## src/rtl/ahblite_busmatrix_inputstage_dmac.sv

```systemverilog
// DMAC-side AHB-Lite bus matrix input stage: pass-through or one-deep address-phase hold with replay.
// Optional: BUSMATRIX_DMAC_SEQ2NONSEQ_EN replays a held SEQ transfer as NONSEQ.
module ahblite_busmatrix_inputstage_dmac (
  input  logic        HCLK,
  input  logic        HRESETn,
  input  logic        HSEL,
  input  logic [31:0] HADDR,
  input  logic [1:0]  HTRANS,
  input  logic        HWRITE,
  input  logic [2:0]  HSIZE,
  input  logic [2:0]  HBURST,
  input  logic [3:0]  HPROT,
  input  logic [31:0] HWDATA,
  input  logic        HREADY,
  output logic        HREADYOUT,
  output logic        HRESP,
  output logic [31:0] HRDATA,
  output logic        HSEL_SUB,
  output logic [31:0] HADDR_SUB,
  output logic [1:0]  HTRANS_SUB,
  output logic        HWRITE_SUB,
  output logic [2:0]  HSIZE_SUB,
  output logic [2:0]  HBURST_SUB,
  output logic [3:0]  HPROT_SUB,
  output logic [31:0] HWDATA_SUB,
  output logic        TRANS_HOLD_SUB,
  input  logic        ACTIVE_SUB,
  input  logic        HREADY_SUB,
  input  logic [31:0] HRDATA_SUB
);

  logic        pend;
  logic        dphase;
  logic [31:0] hold_addr;
  logic [1:0]  hold_trans;
  logic        hold_write;
  logic [2:0]  hold_size;
  logic [2:0]  hold_burst;
  logic [3:0]  hold_prot;
  logic [1:0]  replay_trans;
  logic        trans_req;
  logic        accept;

  assign trans_req = HSEL & HTRANS[1] & HREADY;
  assign accept    = ACTIVE_SUB & HREADY_SUB;

`ifdef BUSMATRIX_DMAC_SEQ2NONSEQ_EN
  // After re-arbitration the slave must see the burst restart.
  assign replay_trans = (hold_trans == 2'b11) ? 2'b10 : hold_trans;
`else
  assign replay_trans = hold_trans;
`endif

  always_ff @(posedge HCLK or negedge HRESETn) begin
    if (!HRESETn) begin
      pend       <= 1'b0;
      dphase     <= 1'b0;
      hold_addr  <= '0;
      hold_trans <= '0;
      hold_write <= 1'b0;
      hold_size  <= '0;
      hold_burst <= '0;
      hold_prot  <= '0;
    end else begin
      if (pend) begin
        if (accept) pend <= 1'b0;
      end else if (trans_req && !accept) begin
        pend       <= 1'b1;
        hold_addr  <= HADDR;
        hold_trans <= HTRANS;
        hold_write <= HWRITE;
        hold_size  <= HSIZE;
        hold_burst <= HBURST;
        hold_prot  <= HPROT;
      end
      if (HREADY_SUB) dphase <= accept & TRANS_HOLD_SUB & HTRANS_SUB[1];
    end
  end

  always_comb begin
    HSEL_SUB   = HSEL;
    HADDR_SUB  = HADDR;
    HTRANS_SUB = HTRANS;
    HWRITE_SUB = HWRITE;
    HSIZE_SUB  = HSIZE;
    HBURST_SUB = HBURST;
    HPROT_SUB  = HPROT;
    if (pend) begin
      HSEL_SUB   = 1'b1;
      HADDR_SUB  = hold_addr;
      HTRANS_SUB = replay_trans;
      HWRITE_SUB = hold_write;
      HSIZE_SUB  = hold_size;
      HBURST_SUB = hold_burst;
      HPROT_SUB  = hold_prot;
    end
  end

  assign TRANS_HOLD_SUB = pend | trans_req;
  assign HREADYOUT      = dphase ? HREADY_SUB : ~pend;
  assign HRESP          = 1'b0;
  assign HRDATA         = HRDATA_SUB;
  assign HWDATA_SUB     = HWDATA;

endmodule

```

## config.mk

```make
export PLATFORM = sky130hd
export DESIGN_NAME = ahblite_busmatrix_inputstage_dmac
export DESIGN_NICKNAME = d
export VERILOG_FILES = /design/src/rtl/ahblite_busmatrix_inputstage_dmac.sv
export SDC_FILE = /design/constraint.sdc
export NUM_CORES = 1
export LEC_CHECK = 0
export BUFFER_PORTS_ARGS = -buffer_cell sky130_fd_sc_hd__buf_4
export CAP_MARGIN = 20
export CORE_AREA = 2 2 88 90
export CTS_CLUSTER_SIZE = 14
export DETAILED_ROUTE_END_ITERATION = 10
export DIE_AREA = 0 0 90 92
export PLACE_DENSITY = 0.82
export REMOVE_ABC_BUFFERS = 1
export SYNTH_ARGS = -nofsm -noshare
export SYNTH_HDL_FRONTEND = slang
export SYNTH_SLANG_ARGS = --single-unit
```

## constraint.sdc

```tcl
create_clock -name HCLK -period 2 [get_ports HCLK]
set_input_delay 0.1 -clock HCLK [delete_from_list [all_inputs] [get_ports HCLK]]
set_output_delay 0.1 -clock HCLK [all_outputs]
set_load 0.005 [all_outputs]
```

; ---- Word level (Yosys, flattened, before mapping)
; Cells that the tools add are included.
[word_totals]
ff_bits = 47
inputBits = 115
output_inout_bits = 113
wordCells = 29
[classes]
mux = 11
bitwise = 7
n_reduce_logical = 3
[ops]
columns = cell, n
row1 = $mux W32, 1
row2 = $mux W1, 6
row3 = $mux W3, 2
row4 = $and A1 B1 Y1, 5
row5 = $mux W4, 1
row6 = $mux W2, 1
row7 = $reduce_and A2 Y1, 1
row8 = $logic_and A1 B1 Y1, 1
row9 = $logic_not A1 Y1, 1
row10 = $not A1 Y1, 1
row11 = $or A1 B1 Y1, 1

; ---- Longest topological paths before layout
[depth]
word_depth = 5
depth_mapped = 4
mapped_depth_nobuf = 3

; ---- Worst setup path before layout
; No wires, ideal clock.
[synth_timing]
path_type = register to register
start = reg pend
end = reg hold_addr[0]
setup_time_ns = 0.125
arrival_ns = 1.219
required_ns = 1.875
slack_ns = 0.655
path_stages_with_launch = 5
n_path_buf = 1
period_less_slack_ns = 1.345
path_cell_list = dfrtp_1 a21oi_2 nand4_4 buf_6 mux2_4
[synth_via]
elab_chain_cells = 2
[synth_rtl]
columns = item, line_no
row1 = start: declaration, 32  ; logic pend;
row2 = start signal: assignment, 56  ; pend <= 1'b0;
row3 = start signal: assignment, 66  ; if (accept) pend <= 1'b0;
row4 = start signal: assignment, 68  ; pend <= 1'b1;
row5 = $not A1 Y1 (no line), n/a
row6 = $reduce_and A2 Y1 (no line), n/a
row7 = end signal: assignment, 58  ; hold_addr <= '0;
row8 = end signal: assignment, 69  ; hold_addr <= HADDR;
row9 = end: declaration, 34  ; logic [31:0] hold_addr;
; Every way passes these cells.
; A chain may end at the register's enable or synchronous reset.

; ---- Worst setup path in the final report
[layout_timing]
start = reg pend
end = reg pend
[layout_via]
elab_chain_cells = 1
[layout_rtl]
columns = item, line_no
row1 = $mux W1, 65  ; if (pend) begin
; Every way passes these cells.

==> impl_metrics.yaml <==
outcome:
  status: "finished, final reports clean"
setup_path:
  criticalPathCategory: "flop to flop"
  r2r-end: "pend"
  crit_required_ns: 2.18
  timing.reg2reg.setup_slack_ns: 0.36
  worstPathMaxFanout: 48
  end_kind: "flop"
  cp-endpoint: "pend"
  worst_r2r_path_depth: 4
  startpoint_type: "flop"
  cp.arrival_ns: 1.82
  cp-startpoint: "pend"
  r2r-start: "pend"
die:
  std_cell_rows: 32
  fp.coreArea_sq_um: 7450
  start_util_pct: 39.8
  die_h_um: 92
  die_w_um: 90
  num_io_pins: 228
  die-area_sq_um: 8280
cts:
  clkLatencyLatePin_ns: 0.29
  clock_path_buffers: 2
  clk_pin_slew_ns: 0.09
  cts_buffers: 5
  cts_resized: 0
  cts_sinks: 47
  cts_tree: "yes"
  root_buffer: "clkbuf_8"
  htree_levels: 2
power:
  p_int_mw: 2.01
  vdd_drop_max_v: 0.000286
  leakage_nw: 1.70
  pwr-share-comb_pct: 32.9
  p_sw_share_pct: 25.1
  switching_power_mw: 0.673
  p_seq_share_pct: 46.6
  power_density_nw_per_um2: 784
  p_clk_share_pct: 20.5
layout:
  drive_gt1_share_pct: 76.9
  syn_to_final_growth_pct: 15.3
  layout.nets: 374
  nFillCells: 712
  fin_cells: 362
  diodes: 0
  final_cell_area_sq_um: 3420
global_routing:
  grt_pass1_vias: 1852
  gr-usage-all-layers_pct: 18.4
  grt_max_degree: 49
  grt_pass1_wl_um: 11200
  grt_overflow: 0
  antenna_found_initial: 0
sta:
  finalSetupViolations: 0
  slew_viol_final: 0
  worstMarginPinSlew_ns: 0.586
  slew_headroom_pct: 60.9
  layout_worst_path_cycle_share_pct: 81.8
  rsz0062_at_grt: "false"
  hold_violations: 0
  fin_skew_ns: 0.00772
  fin_ws_ns: 0.365
  fmax_ghz: 0.611
  post-route-min-period_ns: 1.64
logic_synthesis:
  synth_top_area_share_pct: 39.6
  synthTopCellsByArea: "dfrtp_1, mux2_4, mux2_2"
  yosysSeqAreaShare_pct: 39.6
  synth_area_leader_cell: "dfrtp_1"
  ys_ff_latch: 47
  yosysWarnings: 0
  synth_edf_count: 0
  synthDistinctLibCells: 16
  syn_area_sq_um: 2970
  async_reset_ff_share_pct: 100
  ys_top_cells_by_count: "buf_4, mux2_2, dfrtp_1"
  synth.most_common_cell: "buf_4"
  ys.flop_type: "dfrtp_1"
  synthCells: 222
  synth.avg_cell_area_sq_um: 13.4
placement:
  gp_congestion: 0.666
  dp.cells: 351
  dpl_cell_area_sq_um: 3310
  hpwl_um: 6100
  pre_cts_ws_ns: 0.546
  io_buffer_count: 98
detailed_routing:
  wirelength_um: 7720
  wire_per_inst_um: 21.3
  drt_iter0_drc: 50
  detail_route.vias_per_cell: 4.80
  final_antenna_net_count: 0
  vias: 1736
  drc: 0
  firstDrtPassIters: 4
job:
  cap_violations: 0
worst_hold_path:
  hold_class: "primary input to flop"
==> timing repair <==
action                    in CTS  in global routing
setup buffers                  0                  0
hold endpoints to repair      48                  0
hold buffers                   3                  0
==> worst min path at each step <==
| stage | start | to | slack [ns] | cells after the start |
|---|---|---|---|---|
| 2_1_floorplan | HRESETn | dphase | -0.20 | 0 |
| 3_3_place_gp | HRESETn | hold_write | 0.14 | 1 |
| 3_5_place_dp | HRESETn | hold_write | 0.15 | 1 |
| 4_1_cts | HADDR[25] | hold_addr[25] | 0.03 | 2 |
| 5_1_grt | HADDR[29] | hold_addr[29] | 0.02 | 2 |
| 6_report | HSIZE[1] | hold_size[1] | 0.04 | 2 |
==> area by class of cell <==
class	instances	area, sq um	share of cell area [%]
Clock buffer	7	76.3	2.23
Clock inverter	1	5.00	0.146
Inverter	2	7.51	0.220
Multi-Input combinational cell	99	1220	35.8
Sequential cell	47	1180	34.4
Tap cell	102	128	3.73
Timing Repair Buffer	104	801	23.4
==> stage by stage <==
| step | power [mW] | setup TNS (ns) | utilization (%) | hold WS, ns |
|---|---|---|---|---|
| after CTS | 2.72 | 0 | 45.9 | 0.0266 |
| after floorplan | 1.75 | -27.89 | - | -0.196 |
| after detailed placement | 2.14 | 0 | 44.4 | 0.152 |
| final | 2.68 | 0 | 45.9 | 0.0384 |
| after global placement | 2.12 | 0 | 44.4 | 0.140 |
| after global routing | 2.84 | 0 | 45.9 | 0.0179 |
==> power groups by stage <==
| stage | Sequential, mW | Combinational (mW) | Clock [mW] |
|---|---|---|---|
| 6_report | 1.25 | 0.881 | 0.551 |
| 5_1_grt | 1.27 | 0.948 | 0.616 |
| 4_1_cts | 1.25 | 0.894 | 0.580 |
| 3_5_place_dp | 1.26 | 0.888 | 0 |
| 3_3_place_gp | 1.26 | 0.863 | 0 |
| 2_1_floorplan | 1.25 | 0.493 | 0 |
==> critical path, cell delays in order, from the launching register on <==
cell,delay (ns)
dfrtp_2,0.44
buf_12,0.20
a31oi_1,0.25
a21oi_1,0.07
dlygate4sd3_1,0.56
==> cells by family after synthesis <==
| group | synth area share (%) |
|---|---|
| other | 0.126 |
| DFF | 39.6 |
| and+or+nand+nor | 1.27 |
| muxes | 38.7 |
| buffers and inverters | 19.1 |
| AOI/OAI and AO/OA | 1.18 |
==> layout by cell type (no fill, tap or decap), drive strengths merged <==
cell	netlist	final
or2	1	1
mux2	89	89
conb	1	1
a21oi	3	3
inv	2	2
dlygate4sd3	0	3
buf	74	101
a41o	1	1
clkinv	0	1
dfrtp	47	47
clkbuf	0	7
nand4	1	1
nor2	1	1
a31oi	1	1
nand2b	1	1
==> layer usage <==
| metal | track usage [%] | part of all wire (%) | vias up |
|---|---|---|---|
| met2 | 29.4 | 47 | 133 |
| met5 | 0 | 0 | - |
| met1 | 17.6 | 33 | 809 |
| met4 | 7.56 | 3.8 | 0 |
| li1 | - | - | 765 |
| met3 | 14.5 | 16 | 29 |
==> flip-flops by register name (all words and copies together), names as in the netlist <==
name and flops:
hold_prot 4, pend 1, hold_size 3, hold_write 1, hold_trans 2, hold_addr 32
hold_burst 3, dphase 1
No activity file was read; power rests on OpenSTA's default activity.
